$ cat config.mk
export PLATFORM = sky130hd
export DESIGN_NAME = pipeline_stall_controller
export DESIGN_NICKNAME = d
export VERILOG_FILES = /design/src/rtl/pipeline_stall_controller.sv
export SDC_FILE = /design/constraint.sdc
export NUM_CORES = 1
export LEC_CHECK = 0
export ABC_CLOCK_PERIOD_IN_PS = 1900
export BUFFER_PORTS_ARGS = -buffer_cell sky130_fd_sc_hd__buf_2
export CORE_MARGIN = 2
export CORE_UTILIZATION = 48
export DETAILED_ROUTE_END_ITERATION = 16
export PLACE_DENSITY = 0.81
export SLEW_MARGIN = 40
export SYNTH_ARGS = -nofsm -noshare
export SYNTH_HDL_FRONTEND = slang
export SYNTH_SLANG_ARGS = --single-unit
$ cat constraint.sdc
create_clock -name clk -period 1.9 [get_ports clk]
set_clock_uncertainty 0.05 [all_clocks]
set_input_delay 0.38 -clock clk [delete_from_list [all_inputs] [get_ports clk]]
set_output_delay 0.38 -clock clk [all_outputs]
set_load 0.01 [all_outputs]
$ cat src/rtl/pipeline_stall_controller.sv
// -----------------------------------------------------------------------------
// pipeline_stall_controller
//
// Central stall/flush sequencer for a 5-stage IF/ID/EX/MEM/WB pipeline.
// Hazard sources are handled in this order of precedence:
//   1. data-memory wait state (MEM-stage access not ready)
//   2. multi-cycle mul/div unit busy
//   3. taken branch/jump in EX
//   4. load-use hazard in ID
// A lower-priority request is masked while a higher one is active. Masked
// requests are not remembered: they are evaluated again on the next cycle.
// The block also keeps a saturating count of cycles in which the PC is held.
//
// Parameters
//   MEM_TIMEOUT  maximum consecutive memory-stall cycles before abort (>= 2)
//   CNT_W        width of the stall_cycles performance counter
//
// Ports
//   clk, rst_n          clock (rising edge); synchronous active-low reset
//   load_use_id         load-use hazard for the instruction in ID
//   branch_tkn_ex       branch/jump taken in EX
//   dmem_req_mem        MEM-stage instruction accesses data memory
//   dmem_ready          data memory completes its access this cycle
//   md_start_ex         mul/div instruction in EX is starting
//   md_done             mul/div result valid this cycle
//   perf_clr            clear stall_cycles
//   pc_we               PC write enable
//   hold_*              pipeline register holds its contents
//   flush_*             pipeline register loads a NOP
//   mem_timeout         one-cycle pulse when a memory access is aborted
//   state_o             FSM state (RUN=0, MEM_WAIT=1, MD_BUSY=2)
//   stall_cycles        saturating count of cycles with pc_we=0
// -----------------------------------------------------------------------------
module pipeline_stall_controller #(
  parameter int MEM_TIMEOUT = 16,
  parameter int CNT_W       = 32
) (
  input  logic             clk,
  input  logic             rst_n,
  input  logic             load_use_id,
  input  logic             branch_tkn_ex,
  input  logic             dmem_req_mem,
  input  logic             dmem_ready,
  input  logic             md_start_ex,
  input  logic             md_done,
  input  logic             perf_clr,
  output logic             pc_we,
  output logic             hold_if_id,
  output logic             hold_id_ex,
  output logic             hold_ex_mem,
  output logic             flush_if_id,
  output logic             flush_id_ex,
  output logic             flush_ex_mem,
  output logic             flush_mem_wb,
  output logic             mem_timeout,
  output logic [1:0]       state_o,
  output logic [CNT_W-1:0] stall_cycles
);

  typedef enum logic [1:0] {
    ST_RUN      = 2'd0,
    ST_MEM_WAIT = 2'd1,
    ST_MD_BUSY  = 2'd2
  } state_t;

  localparam int             TW      = $clog2(MEM_TIMEOUT);
  localparam logic [TW-1:0]  TO_LAST = TW'(MEM_TIMEOUT - 1);
  localparam logic [CNT_W-1:0] CNT_MAX = {CNT_W{1'b1}};

  state_t           state_r;
  logic [TW-1:0]    tmo_cnt_r;
  logic             md_done_seen_r;
  logic [CNT_W-1:0] stall_cnt_r;

  logic mem_stall_s;
  logic md_stall_s;
  logic timeout_hit_s;

  assign mem_stall_s = dmem_req_mem & ~dmem_ready;

  // Mul/div stall: while busy and no completion observed, or when a new
  // op starts in RUN and does not finish in the same cycle.
  assign md_stall_s = ((state_r == ST_MD_BUSY) & ~md_done & ~md_done_seen_r) |
                      ((state_r == ST_RUN) & md_start_ex & ~md_done);

  // The counter already includes the stall cycle that entered MEM_WAIT, so
  // hitting TO_LAST here marks the MEM_TIMEOUT-th consecutive stall cycle.
  assign timeout_hit_s = mem_stall_s & (state_r == ST_MEM_WAIT) & (tmo_cnt_r == TO_LAST);

  // Prioritised stall/flush decode from current state and hazard inputs.
  always_comb begin
    pc_we        = 1'b1;
    hold_if_id   = 1'b0;
    hold_id_ex   = 1'b0;
    hold_ex_mem  = 1'b0;
    flush_if_id  = 1'b0;
    flush_id_ex  = 1'b0;
    flush_ex_mem = 1'b0;
    flush_mem_wb = 1'b0;
    mem_timeout  = 1'b0;
    if (!rst_n) begin
      pc_we = 1'b1;
    end else if (mem_stall_s) begin
      // Freeze everything up to EX/MEM; WB receives a bubble.
      pc_we        = 1'b0;
      hold_if_id   = 1'b1;
      hold_id_ex   = 1'b1;
      hold_ex_mem  = 1'b1;
      flush_mem_wb = 1'b1;
      mem_timeout  = timeout_hit_s;
    end else if (md_stall_s) begin
      // Freeze front end; MEM receives a bubble while EX computes.
      pc_we        = 1'b0;
      hold_if_id   = 1'b1;
      hold_id_ex   = 1'b1;
      flush_ex_mem = 1'b1;
    end else if (branch_tkn_ex) begin
      // Squash the two wrong-path instructions; load-use is moot.
      flush_if_id  = 1'b1;
      flush_id_ex  = 1'b1;
    end else if (load_use_id) begin
      pc_we        = 1'b0;
      hold_if_id   = 1'b1;
      flush_id_ex  = 1'b1;
    end else begin
      pc_we = 1'b1;
    end
  end

  // Sequencer state, memory-wait timeout counter and early-done flag.
  always_ff @(posedge clk) begin
    if (!rst_n) begin
      state_r        <= ST_RUN;
      tmo_cnt_r      <= '0;
      md_done_seen_r <= 1'b0;
    end else begin
      case (state_r)
        ST_RUN: begin
          md_done_seen_r <= 1'b0;
          if (mem_stall_s) begin
            state_r   <= ST_MEM_WAIT;
            tmo_cnt_r <= TW'(1);
          end else if (md_stall_s) begin
            state_r   <= ST_MD_BUSY;
            tmo_cnt_r <= '0;
          end else begin
            state_r   <= ST_RUN;
            tmo_cnt_r <= '0;
          end
        end
        ST_MEM_WAIT: begin
          md_done_seen_r <= 1'b0;
          if (timeout_hit_s) begin
            state_r   <= ST_RUN;
            tmo_cnt_r <= '0;
          end else if (mem_stall_s) begin
            state_r   <= ST_MEM_WAIT;
            tmo_cnt_r <= tmo_cnt_r + TW'(1);
          end else begin
            state_r   <= ST_RUN;
            tmo_cnt_r <= '0;
          end
        end
        ST_MD_BUSY: begin
          tmo_cnt_r <= '0;
          if (mem_stall_s) begin
            // Remember a completion that arrives while memory is stalling.
            state_r        <= ST_MD_BUSY;
            md_done_seen_r <= md_done_seen_r | md_done;
          end else if (md_done || md_done_seen_r) begin
            state_r        <= ST_RUN;
            md_done_seen_r <= 1'b0;
          end else begin
            state_r        <= ST_MD_BUSY;
            md_done_seen_r <= md_done_seen_r;
          end
        end
        default: begin
          state_r        <= ST_RUN;
          tmo_cnt_r      <= '0;
          md_done_seen_r <= 1'b0;
        end
      endcase
    end
  end

  // Saturating performance counter of PC-hold cycles; clear wins.
  always_ff @(posedge clk) begin
    if (!rst_n) begin
      stall_cnt_r <= '0;
    end else if (perf_clr) begin
      stall_cnt_r <= '0;
    end else if (!pc_we && (stall_cnt_r != CNT_MAX)) begin
      stall_cnt_r <= stall_cnt_r + {{(CNT_W-1){1'b0}}, 1'b1};
    end else begin
      stall_cnt_r <= stall_cnt_r;
    end
  end

  assign state_o      = state_r;
  assign stall_cycles = stall_cnt_r;

endmodule

==> flow_summary.json, run 1 <==
{
  "status": "finished with violations",
  "violations": "negative setup slack",
  "drv_slew": 0,
  "die_x_um": 71.72,
  "post-place-cells": 410,
  "critPathTopFamily": "compound AO/OA/AOI/OAI gates",
  "fin_crit_ns": 2.082,
  "crit_path_end_kind": "output port",
  "fin_cells": 428,
  "min_period_over_period": 1.096,
  "fin_tns_setup_ns": -1.360,
  "crit_path_start_kind": "flop",
  "netlist_area_um2": 2201,
  "max_stage_delay_ns": 0.37,
  "drt_iter0_markers": 160,
  "ys_types": 57,
  "die_h_um": 71.72,
  "ys_ff_latch": 39,
  "cts_made_buffers": 5,
  "async_reset_ff_frac": 0,
  "start_util": 0.5020,
  "slowest_stage": "dfxtp_2",
  "p_per_area_nw_per_um2": 502.5,
  "grt_pass1_wl_um": 11490,
  "gp_congestion": 0.9475,
  "drive_gt1_frac": 0.4548,
  "rows": 24,
  "ant_nets": 0,
  "r2r_start": "state_o[1]",
  "antenna_found_initial": 0,
  "drc_errors": 0,
  "setup.worst_path.start": "state_o[1]",
  "synth_edf_count": 0,
  "design_area_um2": 3237,
  "fmax_mhz": 480.4,
  "cts-root-buf": "clkbuf_8",
  "crit_fanout": 4,
  "mostFrequentLayoutCell": "buf_4",
  "vias_per_cell": 6.236,
  "setup_violations": 15,
  "synthFlopType": "dfxtp_1",
  "ir_drop_uv": 401.9,
  "grt_setup_unrepaired": "true",
  "grt_max_degree": 32,
  "drv_cap": 0,
  "cp_data_required_time_ns": 1.47,
  "synthTopCellsByArea": "dfxtp_1, a21oi_1, o31ai_1",
  "coreArea_um2": 4384,
  "cts_tree": "done",
  "p_leak_nw": 1.296,
  "die_area_um2": 5143,
  "hold_viol": 0,
  "crit_chain": "and2b_1, o21a_4, buf_6, a2111oi_4, buf_2",
  "pre_cts_slack_ns": -0.02244,
  "synth_nets": 271,
  "vias": 2669,
  "hold_slack_ns": 0.3371,
  "ios": 52,
  "cp_data_arrival_time_ns": 1.65,
  "yosysSeqAreaShare": 0.3547,
  "place_area_um2": 2914,
  "setup_ws_ns": -0.1817,
  "grt_pass1_vias": 2477,
  "hold_path.class": "in2reg",
  "synthCells": 260,
  "grt_use_total": 0.2802,
  "wl_um": 7416,
  "clkSinkCount": 39,
  "synth.top_cell.area_share": 0.3547,
  "synthesis.area_per_instance_um2": 8.465,
  "worst-path-buf-inv": 2,
  "synth_top_area_cell": "dfxtp_1",
  "clk_pin_slew_ns": 0.08,
  "layout_common_cells": "buf_4, buf_2, dfxtp_1, a21oi_1, nand2_1",
  "cts_max_level": 2,
  "tightest_slew_ns": 0.5050,
  "gr-total-overflow": 0,
  "cts_hold_buf": 0,
  "hold_start": "perf_clr",
  "clock_latency_ns": 0.31,
  "antenna_cells": 0,
  "drt_first_pass_iters": 4,
  "port_buffers": 51,
  "relSlewSlack": 0.6547,
  "cts_buffer_depth": 2,
  "ys_warn_count": 0,
  "area_growth_pct": 47.07,
  "dpl.hpwl_um": 4737,
  "fin_nets": 386,
  "worstSetupPathType": "reg2out",
  "post_drt_wl_per_cell_um": 17.33
}
stage by stage:
step | util | power, mW
after CTS | 0.7146 | 1.603
after global routing | 0.7383 | 1.666
after floorplan | - | 0.9274
final | 0.7383 | 1.626
after detailed placement | 0.6647 | 0.9992
after global placement | 0.6647 | 0.9962
power breakdown:
group	internal [mW]	switching (mW)	total (mW)	leakage, nW
clock	0.256	0.330	0.586	0.0402
combinational	0.0984	0.115	0.214	0.938
sequential	0.822	0.00513	0.827	0.318
cells by family (layout without fill, tap and decap cells):
group,count (synthesis),count (layout),synth area share
buffers and inverters,23,139,0.04661
AOI/OAI and AO/OA,85,85,0.2740
xor gates and xnor gates,1,1,0.003980
DFF,39,39,0.3547
adders and majority gates,2,2,0.01137
and+or+nand+nor,110,110,0.3093
sequential cells by signal, indices dropped and copies added, names as in the netlist:
register        flops
state_o             2
tmo_cnt_r           4
stall_cycles       32
md_done_seen_r      1
cells in the mapped netlist, types with 5 or more instances:
master   number
dfxtp_1      39
a21oi_1      30
nand2_1      18
o31ai_1      16
or4_1        16
nor2_1       15
inv_1        11
nand3_1      10
nand4_1       9
o21ai_0       6
and4_1        5
or3_1         5
final cells by class:
cell class	instances	area [µm²]
timing repair buffer	118	805.8
multi-input combinational	198	1436
clock inverter	3	20.02
inverter	13	51.30
clock buffer	5	68.82
fill	305	1147
sequential	39	789.5
tap	52	65.06
timing repair:
action | in CTS | in global routing
endpoints found under the setup margin | 6 | 36
hold endpoints to repair | 0 | 0
pin swaps | 8 | 6
setup buffers | 9 | 1
gates resized for setup | 14 | 30
final timing paths:
kind / endpoint / slack, ns / depth (start not counted)
min reg2reg: tmo_cnt_r[3] / 0.45 / 1
min: stall_cycles[9] / 0.34 / 4
max: flush_id_ex / -0.18 / 5
max reg2reg: stall_cycles[7] / -0.12 / 8
per-layer routing:
layer,part of all wire,vias up,global-route usage
li1,-,1247,-
met1,0.40,1285,0.3464
met2,0.51,120,0.4805
met3,0.062,17,0.04360
met4,0.024,0,0.1237
met5,0,-,0
worst register-to-register path: stages, from the launching register on:
cell     delay (ns)
dfxtp_2        0.35
and2b_1        0.25
buf_4          0.15
o21ai_4        0.08
a21oi_4        0.22
inv_4          0.07
buf_4          0.15
or4_1          0.50
a21oi_1        0.15
No activity file was read; power rests on OpenSTA's default activity.
==> inputs of run 2 (changes only) <==
--- a/config.mk
+++ b/config.mk
@@ -11,6 +11,7 @@
 export CORE_UTILIZATION = 48
 export DETAILED_ROUTE_END_ITERATION = 16
 export PLACE_DENSITY = 0.81
+export RECOVER_POWER = 50
 export SLEW_MARGIN = 40
 export SYNTH_ARGS = -nofsm -noshare
 export SYNTH_HDL_FRONTEND = slang
==> run 2 against run 1 <==
The flow still finishes with violations (negative setup slack). Clock-buffer cell count stayed put. Sequential power barely moved. Global-route usage did not move. Sequential share of layout area increased by 0.29 points. Setup slack got worse by 0.0047 ns. Non-clock buffer count did not move. Critical path depth did not move. Flip-flop and latch count unchanged.
==> flow_summary.json, run 2 (synthesized netlist as in run 1, its figures left out) <==
{
  "ff_latch_area_um2": 785.8,
  "dpl.hpwl_um": 4737,
  "grt_pass1_vias": 2477,
  "cp_data_required_time_ns": 1.47,
  "reg2reg_slack_ns": -0.12,
  "hold_viol": 0,
  "cts_made_buffers": 5,
  "place_area_um2": 2914,
  "hold_path.class": "in2reg",
  "fillCellCount": 328,
  "clock_latency_ns": 0.31,
  "grt_pass1_wl_um": 11490,
  "crit_path_start_kind": "flop",
  "drv_cap": 0,
  "fin_total_pwr_mw": 1.632,
  "area_growth_pct": 44.63,
  "cts-root-buf": "clkbuf_8",
  "drt_iter0_markers": 189,
  "hold_start": "perf_clr",
  "cts_buffer_depth": 2,
  "clkSinkCount": 39,
  "p_leak_nw": 1.206,
  "worstSetupPathType": "reg2out",
  "min_to": "stall_cycles[9]",
  "wl_um": 7374,
  "r2r_start": "state_o[1]",
  "die_h_um": 71.72,
  "port_buffers": 51,
  "worstReg2RegEnd": "stall_cycles[7]",
  "cts_max_level": 2,
  "fmax_mhz": 479.3,
  "gp_congestion": 0.9475,
  "multiInputGateArea_um2": 1431,
  "min_period_over_period": 1.098,
  "post_drt_wl_per_cell_um": 17.23,
  "drc_errors": 0,
  "crit_path_end_kind": "output port",
  "fin_crit_ns": 2.086,
  "setup_ws_ns": -0.1863,
  "fin_tns_setup_ns": -1.437,
  "violations": "negative setup slack",
  "reg2regPathDepth": 8,
  "relSlewSlack": 0.6593,
  "layout_common_cells": "buf_4, buf_2, dfxtp_1, a21oi_1, clkbuf_1",
  "status": "finished with violations",
  "die_area_um2": 5143,
  "ir_drop_uv": 407.9,
  "cts_hold_buf": 0,
  "coreArea_um2": 4384,
  "vias_per_cell": 6.234,
  "tightest_slew_ns": 0.5076,
  "drt_first_pass_iters": 6,
  "cp_data_arrival_time_ns": 1.66,
  "antenna_found_initial": 0,
  "cts_tree": "done",
  "grt_setup_unrepaired": "true",
  "rows": 24,
  "design_area_um2": 3183,
  "gr-total-overflow": 0,
  "setup_violations": 16,
  "min_path_cells": 4,
  "start_util": 0.5020,
  "drv_slew": 0,
  "vias": 2668,
  "die_x_um": 71.72,
  "fin_nets": 386,
  "drive_gt1_frac": 0.3883,
  "largest_reg_flops": 32,
  "grt_use_total": 0.2802,
  "clk_pin_slew_ns": 0.09,
  "ant_nets": 0,
  "antenna_cells": 0,
  "mostFrequentLayoutCell": "buf_4",
  "ios": 52,
  "p_per_area_nw_per_um2": 512.6,
  "grt_max_degree": 32,
  "crit_fanout": 4
}
## run 2: cell count changes in the layout (fill, tap and decap cells not counted), sizes merged
cell / change
buf: -21
clkbuf: +21
## run 2: worst max-delay path by stage
stage / start / endpoint / slack [ns] / cells after the start
finish: state_o[1] / flush_id_ex / -0.19 / 5
global route: stall_cycles[0] / stall_cycles[17] / -0.22 / 6
CTS: state_o[1] / flush_id_ex / -0.08 / 5
detailed placement: dmem_ready / stall_cycles[19] / -0.02 / 7
global placement: md_start_ex / flush_id_ex / 0.02 / 6
floorplan: dmem_ready / stall_cycles[3] / -0.01 / 7
## run 2: where the power goes
| group | switching, mW | internal (mW) |
|---|---|---|
| registers | 0.00505 | 0.822 |
| logic | 0.114 | 0.0974 |
| clock network | 0.337 | 0.256 |
| total | 0.457 | 1.17 |
## run 2: through the flow
step / cells / hold slack, ns / worst slack, ns / utilization
2_1_floorplan: 260 / 0.3983 / -0.01069 / -
3_3_place_gp: 410 / 0.4180 / 0.01571 / 0.6647
3_5_place_dp: 410 / 0.4346 / -0.02244 / 0.6647
4_1_cts: 427 / 0.3231 / -0.08411 / 0.7146
5_1_grt: 428 / 0.3755 / -0.2248 / 0.7260
6_report: 428 / 0.3333 / -0.1863 / 0.7260
## run 2: what timing repair did
action | CTS | global route
buffers inserted | 9 | 1
endpoints found under the setup margin | 6 | 36
endpoints found under the hold margin | 0 | 0
resized for setup | 14 | 30
pin swaps | 8 | 6
## run 2: final cells by class
cell class	count	area share
Multi-Input combinational cell	198	0.4497
Inverter	13	0.01612
Timing Repair Buffer	118	0.2390
Tap cell	52	0.02044
Clock inverter	3	0.006289
Sequential cell	39	0.2469
Clock buffer	5	0.02162
## run 2: per-layer routing
metal  track usage  routed length, µm  vias to the layer above  share of wire
li1              -                  -                     1250              -
met1        0.3464               3030                     1282           0.41
met2        0.4805               3711                      115           0.50
met3       0.04360                419                       21          0.057
met4        0.1237                212                        0          0.029
met5             0                  0                        -              0
## run 2: critical path, stage by stage (launching register included)
cell and delay [ns]:
dfxtp_2 0.37, and2b_1 0.23, o21a_4 0.23, buf_6 0.12
a2111oi_4 0.21, buf_2 0.19
==> inputs of run 3 (changes only) <==
--- a/config.mk
+++ b/config.mk
@@ -10,7 +10,8 @@
 export CORE_MARGIN = 2
 export CORE_UTILIZATION = 48
 export DETAILED_ROUTE_END_ITERATION = 16
-export PLACE_DENSITY = 0.81
+export HOLD_SLACK_MARGIN = 0.02
+export PLACE_DENSITY = 0.83
 export RECOVER_POWER = 50
 export SLEW_MARGIN = 40
 export SYNTH_ARGS = -nofsm -noshare
==> run 3 against run 2 <==
Clock-buffer cell count increased by 3. The flow still finishes with violations (negative setup slack). Critical endpoint is now hold_if_id. Combinational power barely moved. Flip-flop and latch count unchanged. Sequential share of layout area shrank 0.55 points. Clock power is 7.6% higher. Die area unchanged. Highest routed layer unchanged. Sequential power hardly changed. Maximum frequency is 2.7% higher. Setup slack gained 0.055 ns. Core utilization grew 1.8 points. Critical path depth rose by 1.
==> flow_summary.json, run 3 (synthesized netlist as in run 1, its figures left out) <==
{
  "status": "finished with violations",
  "violations": "negative setup slack",
  "ir_drop_uv": 383.4,
  "fin_nets": 384,
  "die_h_um": 71.72,
  "dpl.hpwl_um": 4578,
  "post_drt_wl_per_cell_um": 18.24,
  "antenna_cells": 0,
  "cts-root-buf": "clkbuf_8",
  "clock_latency_ns": 0.30,
  "tightest_slew_ns": 0.5962,
  "drive_gt1_frac": 0.4144,
  "hold_start": "perf_clr",
  "reg2reg_slack_ns": -0.10,
  "setup_ws_ns": -0.1315,
  "antenna_found_initial": 0,
  "start_util": 0.5020,
  "port_buffers": 51,
  "cp_data_arrival_time_ns": 1.60,
  "cp_data_required_time_ns": 1.47,
  "grt_pass1_vias": 2414,
  "layout_common_cells": "buf_4, buf_2, dfxtp_1, a21oi_1, clkbuf_1",
  "ant_nets": 0,
  "die_x_um": 71.72,
  "gp_congestion": 0.9023,
  "slowest_stage": "dfxtp_2",
  "pre_cts_slack_ns": -0.1680,
  "fin_total_pwr_mw": 1.680,
  "crit_chain": "and2b_1, buf_6, o21ai_4, a21oi_4, buf_6, buf_6",
  "setup.worst_path.start": "state_o[1]",
  "crit_fanout": 4,
  "r2r_start": "state_o[1]",
  "min_period_over_period": 1.069,
  "cts_buffer_depth": 2,
  "ios": 52,
  "drv_slew": 0,
  "largest_reg_flops": 32,
  "cts_tree": "done",
  "crit_path_start_kind": "flop",
  "rows": 24,
  "die_area_um2": 5143,
  "fin_cells": 426,
  "grt_use_total": 0.2720,
  "drt_iter0_markers": 234,
  "min_to": "stall_cycles[9]",
  "fin_tns_setup_ns": -1.236,
  "max_stage_delay_ns": 0.37,
  "cp_common_cell": "buf_6",
  "drv_cap": 0,
  "worstSetupPathType": "reg2out",
  "clk_pin_slew_ns": 0.08,
  "grt_setup_unrepaired": "true",
  "vias": 2740,
  "reg2regPathDepth": 8,
  "worstReg2RegEnd": "stall_cycles[23]",
  "p_per_area_nw_per_um2": 515.3,
  "cts_hold_buf": 0,
  "cts_made_buffers": 5,
  "drc_errors": 0,
  "hold_viol": 0,
  "clkSinkCount": 39,
  "mostFrequentLayoutCell": "buf_4",
  "post-place-cells": 403,
  "fin_crit_ns": 2.032,
  "hold_path.class": "in2reg",
  "fmax_mhz": 492.2,
  "coreArea_um2": 4384,
  "min_path_cells": 4,
  "grt_max_degree": 19,
  "setup_violations": 16,
  "vias_per_cell": 6.432,
  "wl_um": 7769,
  "grt_pass1_wl_um": 11240,
  "crit_path_end_kind": "output port",
  "cts_max_level": 2,
  "drt_first_pass_iters": 6,
  "p_leak_nw": 1.256,
  "relSlewSlack": 0.5999,
  "gr-total-overflow": 0,
  "area_growth_pct": 48.15
}
run 3: how the worst max path moves through the flow:
stage | cells after the start | slack, ns | to
2_1_floorplan | 7 | -0.01 | stall_cycles[3]
3_3_place_gp | 6 | -0.08 | stall_cycles[26]
3_5_place_dp | 6 | -0.17 | stall_cycles[26]
4_1_cts | 6 | -0.05 | hold_id_ex
5_1_grt | 7 | -0.17 | stall_cycles[13]
6_report | 6 | -0.13 | hold_if_id
run 3: what timing repair did:
action | CTS | global route
setup buffers | 10 | 3
resized for setup | 19 | 39
endpoints found under the setup margin | 18 | 37
cloned | 0 | 2
pin swaps | 7 | 10
run 3: where the power goes:
group | total [mW] | switching [mW] | internal (mW)
Combinational | 0.214 | 0.117 | 0.0969
Sequential | 0.828 | 0.00593 | 0.822
Clock | 0.638 | 0.306 | 0.332
run 3: final cells by class:
cell class              instances  area, µm²
clock buffers                   8      100.1
flip-flops and latches         39      787.0
multi-input cells             198       1511
well taps                      52      65.06
inverters                      13      51.30
repair buffers                116      745.7
fillers                       310       1124
run 3: through the flow:
stage	util	area, µm²	hold WS, ns
global route	0.7437	3261	0.4010
floorplan	-	2207	0.3983
detailed placement	0.6498	2849	0.4192
CTS	0.7092	3109	0.3363
global placement	0.6498	2849	0.4164
finish	0.7437	3261	0.3856
run 3: critical path, delay by kind of cell (launching register included):
family / cells / cell delay [ns]
buf+inv: 3 / 0.38
simple gates: 1 / 0.23
compound gates: 2 / 0.33
flops: 1 / 0.37
run 3: layer usage:
| metal | up-vias | global-route usage | routed length (µm) |
|---|---|---|---|
| li1 | 1252 | - | - |
| met1 | 1295 | 0.3481 | 3127 |
| met2 | 155 | 0.4486 | 3840 |
| met3 | 38 | 0.05626 | 560 |
| met4 | 0 | 0.1069 | 241 |
| met5 | - | 0 | 0 |
